--- src/rtl/drp_adc_pkg.sv ---
// Shared register map, data width and DRP handshake state type
// for the XADC auxiliary-channel responder.
package drp_adc_pkg;

  localparam int DRP_DW  = 16;
  localparam int NUM_CFG = 3;

  localparam logic [6:0] ADDR_RESULT = 7'h13;
  localparam logic [6:0] ADDR_CFG0   = 7'h40;
  localparam logic [6:0] ADDR_CFG1   = 7'h41;
  localparam logic [6:0] ADDR_CFG2   = 7'h42;

  typedef enum logic {
    IDLE = 1'b0,
    WAIT = 1'b1
  } drp_state_t;

endpackage

--- src/rtl/conv_timer.sv ---
// Free-running conversion period counter: BUSY outside the two acquisition
// cycles, a one-cycle EOC at the last count, and the matching capture strobe.
module conv_timer #(
  parameter int CONV_CYCLES = 26
) (
  input  logic CLK100MHZ,
  input  logic rst_n,
  output logic busy,
  output logic eoc,
  output logic capture
);

  localparam int TW = $clog2(CONV_CYCLES);
  localparam logic [TW-1:0] T_LAST = TW'(CONV_CYCLES - 1);

  logic [TW-1:0] t_reg, t_next;
  logic          busy_reg, eoc_reg;

  always_comb begin
    t_next = (t_reg == T_LAST) ? '0 : t_reg + TW'(1);
  end

  // Flags are decoded from the next count so they line up with t itself.
  always_ff @(posedge CLK100MHZ or negedge rst_n) begin
    if (!rst_n) begin
      t_reg    <= '0;
      busy_reg <= 1'b0;
      eoc_reg  <= 1'b0;
    end else begin
      t_reg    <= t_next;
      busy_reg <= (t_next >= TW'(2));
      eoc_reg  <= (t_next == T_LAST);
    end
  end

  assign busy    = busy_reg;
  assign eoc     = eoc_reg;
  assign capture = eoc_reg;

endmodule

--- src/rtl/drp_adc_responder.sv ---
// DRP responder emulating the XADC aux-channel conversion engine: result and
// CFG registers, fixed-latency DRDY handshake, sticky protocol error flag.
module drp_adc_responder
  import drp_adc_pkg::*;
#(
  parameter int         CONV_CYCLES = 26,
  parameter int         RD_LATENCY  = 2,
  parameter logic [4:0] CHAN_ID     = ADDR_RESULT[4:0]
) (
  input  logic              CLK100MHZ,
  input  logic              CPU_RESETN,
  input  logic [11:0]       sample_in,
  input  logic [6:0]        DADDR_IN,
  input  logic              DEN_IN,
  input  logic              DWE_IN,
  input  logic [DRP_DW-1:0] DI_IN,
  output logic [DRP_DW-1:0] DO_OUT,
  output logic              DRDY_OUT,
  output logic              BUSY_OUT,
  output logic              EOC_OUT,
  output logic [4:0]        CHANNEL_OUT,
  output logic              drp_err
);

  localparam logic [6:0] RESULT_ADDR = {2'b00, CHAN_ID};
  localparam logic [3:0] LAT_LOAD    = 4'(RD_LATENCY - 1);

  // Reset asserts immediately, releases two clocks later in this domain.
  logic [1:0] rst_sync_reg;
  logic       rst_n;

  always_ff @(posedge CLK100MHZ or negedge CPU_RESETN) begin
    if (!CPU_RESETN) rst_sync_reg <= 2'b00;
    else             rst_sync_reg <= {rst_sync_reg[0], 1'b1};
  end

  assign rst_n = rst_sync_reg[1];

  logic capture;

  conv_timer #(.CONV_CYCLES(CONV_CYCLES)) u_conv_timer (
    .CLK100MHZ (CLK100MHZ),
    .rst_n     (rst_n),
    .busy      (BUSY_OUT),
    .eoc       (EOC_OUT),
    .capture   (capture)
  );

  drp_state_t                      state_reg, state_next;
  logic [3:0]                      cnt_reg, cnt_next;
  logic [DRP_DW-1:0]               cap_reg, cap_next, do_next, rd_data, result_reg;
  logic [NUM_CFG-1:0][DRP_DW-1:0]  cfg_rd;
  logic                            accept, wr_en, drdy_next, err_next;
  logic                            drdy_reg, err_reg;
  logic [DRP_DW-1:0]               do_reg;
  logic [4:0]                      chan_reg;

  assign accept = (state_reg == IDLE) && DEN_IN;
  assign wr_en  = accept && DWE_IN;

  always_ff @(posedge CLK100MHZ or negedge rst_n) begin
    if (!rst_n)       result_reg <= '0;
    else if (capture) result_reg <= {sample_in, 4'b0000};
  end

  genvar gi;
  generate
    for (gi = 0; gi < NUM_CFG; gi++) begin : g_cfg
      logic [DRP_DW-1:0] cfg_reg;
      always_ff @(posedge CLK100MHZ or negedge rst_n) begin
        if (!rst_n) cfg_reg <= '0;
        else if (wr_en && (DADDR_IN == ADDR_CFG0 + 7'(gi))) cfg_reg <= DI_IN;
      end
      assign cfg_rd[gi] = cfg_reg;
    end
  endgenerate

  always_comb begin
    rd_data = '0;
    case (DADDR_IN)
      RESULT_ADDR: rd_data = result_reg;
      ADDR_CFG0:   rd_data = cfg_rd[0];
      ADDR_CFG1:   rd_data = cfg_rd[1];
      ADDR_CFG2:   rd_data = cfg_rd[2];
      default:     rd_data = '0;
    endcase
  end

  always_ff @(posedge CLK100MHZ or negedge rst_n) begin
    if (!rst_n) begin
      state_reg <= IDLE;
      cnt_reg   <= '0;
    end else begin
      state_reg <= state_next;
      cnt_reg   <= cnt_next;
    end
  end

  always_comb begin
    state_next = state_reg;
    cnt_next   = cnt_reg;
    case (state_reg)
      IDLE: if (DEN_IN) begin
        state_next = WAIT;
        cnt_next   = LAT_LOAD;
      end
      WAIT: if (cnt_reg == 4'd0) state_next = IDLE;
            else                 cnt_next   = cnt_reg - 4'd1;
      default: state_next = IDLE;
    endcase
  end

  // DRDY is registered, so it is raised on the edge that lands in WAIT at count 0.
  always_comb begin
    cap_next = cap_reg;
    if (accept) cap_next = DWE_IN ? '0 : rd_data;
    drdy_next = (state_next == WAIT) && (cnt_next == 4'd0);
    do_next   = drdy_next ? cap_next : '0;
    err_next  = err_reg | (DEN_IN && (state_reg == WAIT));
  end

  always_ff @(posedge CLK100MHZ or negedge rst_n) begin
    if (!rst_n) begin
      cap_reg  <= '0;
      do_reg   <= '0;
      drdy_reg <= 1'b0;
      err_reg  <= 1'b0;
      chan_reg <= '0;
    end else begin
      cap_reg  <= cap_next;
      do_reg   <= do_next;
      drdy_reg <= drdy_next;
      err_reg  <= err_next;
      chan_reg <= CHAN_ID;
    end
  end

  assign DO_OUT      = do_reg;
  assign DRDY_OUT    = drdy_reg;
  assign drp_err     = err_reg;
  assign CHANNEL_OUT = chan_reg;

endmodule
--- config.mk ---
export PLATFORM = sky130hd
export DESIGN_NAME = drp_adc_responder
export DESIGN_NICKNAME = d
export VERILOG_FILES = /design/src/rtl/drp_adc_pkg.sv /design/src/rtl/conv_timer.sv /design/src/rtl/drp_adc_responder.sv
export SDC_FILE = /design/constraint.sdc
export NUM_CORES = 1
export LEC_CHECK = 0
export CAP_MARGIN = 15
export CORE_AREA = 2 2 102 104
export CTS_CLUSTER_DIAMETER = 60
export DETAILED_ROUTE_END_ITERATION = 7
export DIE_AREA = 0 0 104 106
export PLACE_DENSITY = 0.74
export SYNTH_ARGS = -nofsm -noshare
export SYNTH_HDL_FRONTEND = slang
export SYNTH_SLANG_ARGS = --single-unit
--- constraint.sdc ---
create_clock -name CLK100MHZ -period 3.47 [get_ports CLK100MHZ]
set_clock_uncertainty 0.05 [all_clocks]
set_input_delay 1.041 -clock CLK100MHZ [delete_from_list [all_inputs] [get_ports CLK100MHZ]]
set_output_delay 1.041 -clock CLK100MHZ [all_outputs]
set_load 0.01 [all_outputs]
==> impl_results.md <==
- Worst skew pair latency: about 0.38 ns
- Worst path slowest cell: or3_4
- Area of the multi-input gates: between 0.0015 and 0.002 sq mm
- Core Area: between 0.009 and 0.01 sq mm
- End of the worst hold path: rst_sync_reg[1]
- Critical Path AT: 2.99 ns
- Global placer's final weighted congestion: 0.821
- Setup slack after layout: 0.686 ns
- Fin crit period: 2.78 ns
- FF+latch area: 0.00273 sq mm
- Placed Area: about 0.0055 sq mm
- R2r endpoint: DO_OUT[1]
- CTS resizes: 0
- Ratio of cells with drive above 1 in the final layout: a little under a quarter
- # setup viols final: 0
- Synthesized instance count: approximately 350
- Reg2reg setup slack: about 1.6 ns
- CTS tree: built
- Post-synth top area cell: dfrtp_1
- Setup TNS: 0 ns
- Post-CTS setup buffer count: 0
- Startpoint Class: input port
- Setup Slack @ Placement: between 0.2 and 0.3 ns
- Clk pin slew, worst setup/hold paths: 0.10 ns
- Commonest non-fill, non-tap cell in the layout: dfrtp_1
- Area fraction of the dominant cell type after synthesis: between 50 and 60%
- Slew Limit Fails: 0
- Finished Core Util: between 50 and 60%
- Slew headroom: approximately 48%
- Ranking of synthesized cells by area: dfrtp_1, mux2_2, mux2_4
- Status: finished, final reports clean
- Reg2Reg Depth: 6
- FP Rows: 37
- Vias per inst: about 5.3
- H-tree depth: 3
- Commonest non-fill, non-tap cells in the layout: dfrtp_1, clkdlybuf4s50_1, mux2_2
- Initial antenna violation count: 0
- Nets: 454
- Max Cap Viol: 0
- Gr ovfl total: 0
- Slew @ Worst Pin: 0.783 ns
- Overall routing resource usage: between 10% and 20%
- Number of fillers in the final layout: between 800 and 900
- Vias post-DR: just under 3000
- Fmax: between 300 and 400 MHz
- Drt initial violations: 133
- Crit-path cells: clkdlybuf4s50_1, or3_4, nor2_8, and4_1, buf_12, mux2_2
- Die Y-Extent: approximately 110 um
- Post-Syn Area per Cell: around 14 sq um
- Hold_ws: approximately 0.31 ns
- CTS Hold Bufs: 0
- Wirelength per Cell: about 16 um
- Drt first pass iters: 4
- Pwr/cell area: between 400 and 500 mW/mm^2
- Worst VDD drop: 0.299 mV
- Register bit count reported by yosys: roughly 110
- Max reg flops: 48
- I/O Buffers: 61
- Hold Crit Start: rst_sync_reg[0]
- Seq/Total Area, Yosys: between 50% and 60%
- Post-route antenna net violation count: 0
- Total routed wirelength: 9000 um
- Req. time, crit path: between 3 and 4 ns
- IO Count: between 60 and 70
- Hold Path Depth: 0
- Clk sinks: approximately 110
- Clock Path Buffers: 2
- Worst setup EP type: flip-flop
- Hold crit path type: flip-flop to flip-flop
- Yosys Warn Count: 0
- Area Growth Syn to Fin: 20.3%
- Starting density of the core: ~47%
- Crit Path Max Fanout: 15
- Number of global-route vias before repair: 3046
- Clk root buf: clkbuf_8
- Die W: around 100 um
- CP Class: input port to flip-flop
- Total die area: 0.0110 sq mm
- Inserted Diodes: 0
- Global-route wire length before repair: 15400 um
- Cell variety after synth: 42
- Fin area: roughly 0.0057 sq mm
- Leakage power: between 2 and 3 nW
- RSZ-0062 raised after global routing: no
- Hold Fails Final Rpt: 0
- Fin crit share: about 80%
- Reg-to-Reg Start: cnt_reg[0]
- Largest net degree at the start of global routing: 63
- Post-DP HPWL: between 6000 and 7000 um
- CP peak stage delay: between 0.4 and 0.5 ns
- Cell Area, Synth: approximately 0.0047 sq mm
- DRC Markers: 0
- CTS buffer count: 9
-- report_power, final --
part | internal [W] | switching, W
Clock | 0.000344 | 0.000445
Sequential | 0.00133 | 0.0000609
Combinational | 0.000146 | 0.000168
Total | 0.00182 | 0.000674
-- through the flow --
step / total power, W / instances
detailed placement: 0.00173 / 537
CTS: 0.00251 / 553
finish: 0.00249 / 553
floorplan: 0.00161 / 350
global placement: 0.00171 / 537
global route: 0.00262 / 553
-- worst max-delay path by stage --
stage,slack [ns],cells after the start,startpoint,end
6_report,0.69,6,DADDR_IN[3],g_cfg[1].cfg_reg[13]
5_1_grt,0.64,6,DADDR_IN[3],g_cfg[1].cfg_reg[11]
4_1_cts,0.69,6,DADDR_IN[3],g_cfg[1].cfg_reg[13]
3_5_place_dp,0.30,6,DADDR_IN[3],g_cfg[2].cfg_reg[15]
3_3_place_gp,0.33,6,DADDR_IN[3],g_cfg[1].cfg_reg[13]
2_1_floorplan,0.16,0,rst_sync_reg[1],CHANNEL_OUT[0]
-- synthesized netlist by cell type (all sizes together) --
master	n
buf	15
o21ai	7
and4	2
nor4	1
a22o	18
nand4b	1
nand3b	1
nand2b	2
a21oi	16
nand4	1
nor3b	1
mux2	60
a2111oi	1
a21boi	12
clkbuf	9
inv	7
a22oi	25
xor2	1
dfrtp	109
a21o	1
nor3	1
o2bb2ai	4
xnor2	2
nor2b	6
or3	4
and2	4
conb	2
nand3	1
and4b	3
nor2	8
ha	3
mux2i	4
or3b	1
nand2	15
-- layer usage --
layer	GRT usage (%)	share of wire [%]	routed length, um
met5	0	0	0
met4	6.95	1.3	115
met3	3.31	3.6	328
met2	28.9	50	4520
met1	23.5	45	4040
-- critical path: cells and delay by family --
kind | cells | cell delay [ns]
muxes | 1 | 0.34
and+or+nand+nor | 3 | 1.03
buffers and inverters | 2 | 0.57
-- cells by family after synthesis --
group / count (synthesis) / synth area share, %
other: 2 / 0.159
XOR/XNOR: 3 / 0.555
buffers and inverters: 31 / 4.07
flip-flops: 109 / 57.6
multiplexers: 64 / 16.7
AO/OA/AOI/OAI: 84 / 13.1
adder cells (fa/ha/maj): 3 / 0.793
AND/OR/NAND/NOR: 52 / 7.00
-- layout make-up --
cell class              instances  area share, %
clock buffers                   9           2.18
clock inverters                 7           1.41
inverters                       7          0.461
multi-input cells             210           32.0
flip-flops and latches        109           48.0
well taps                     136           2.99
repair buffers                 75           13.0
(Power assumes the default switching activity.)
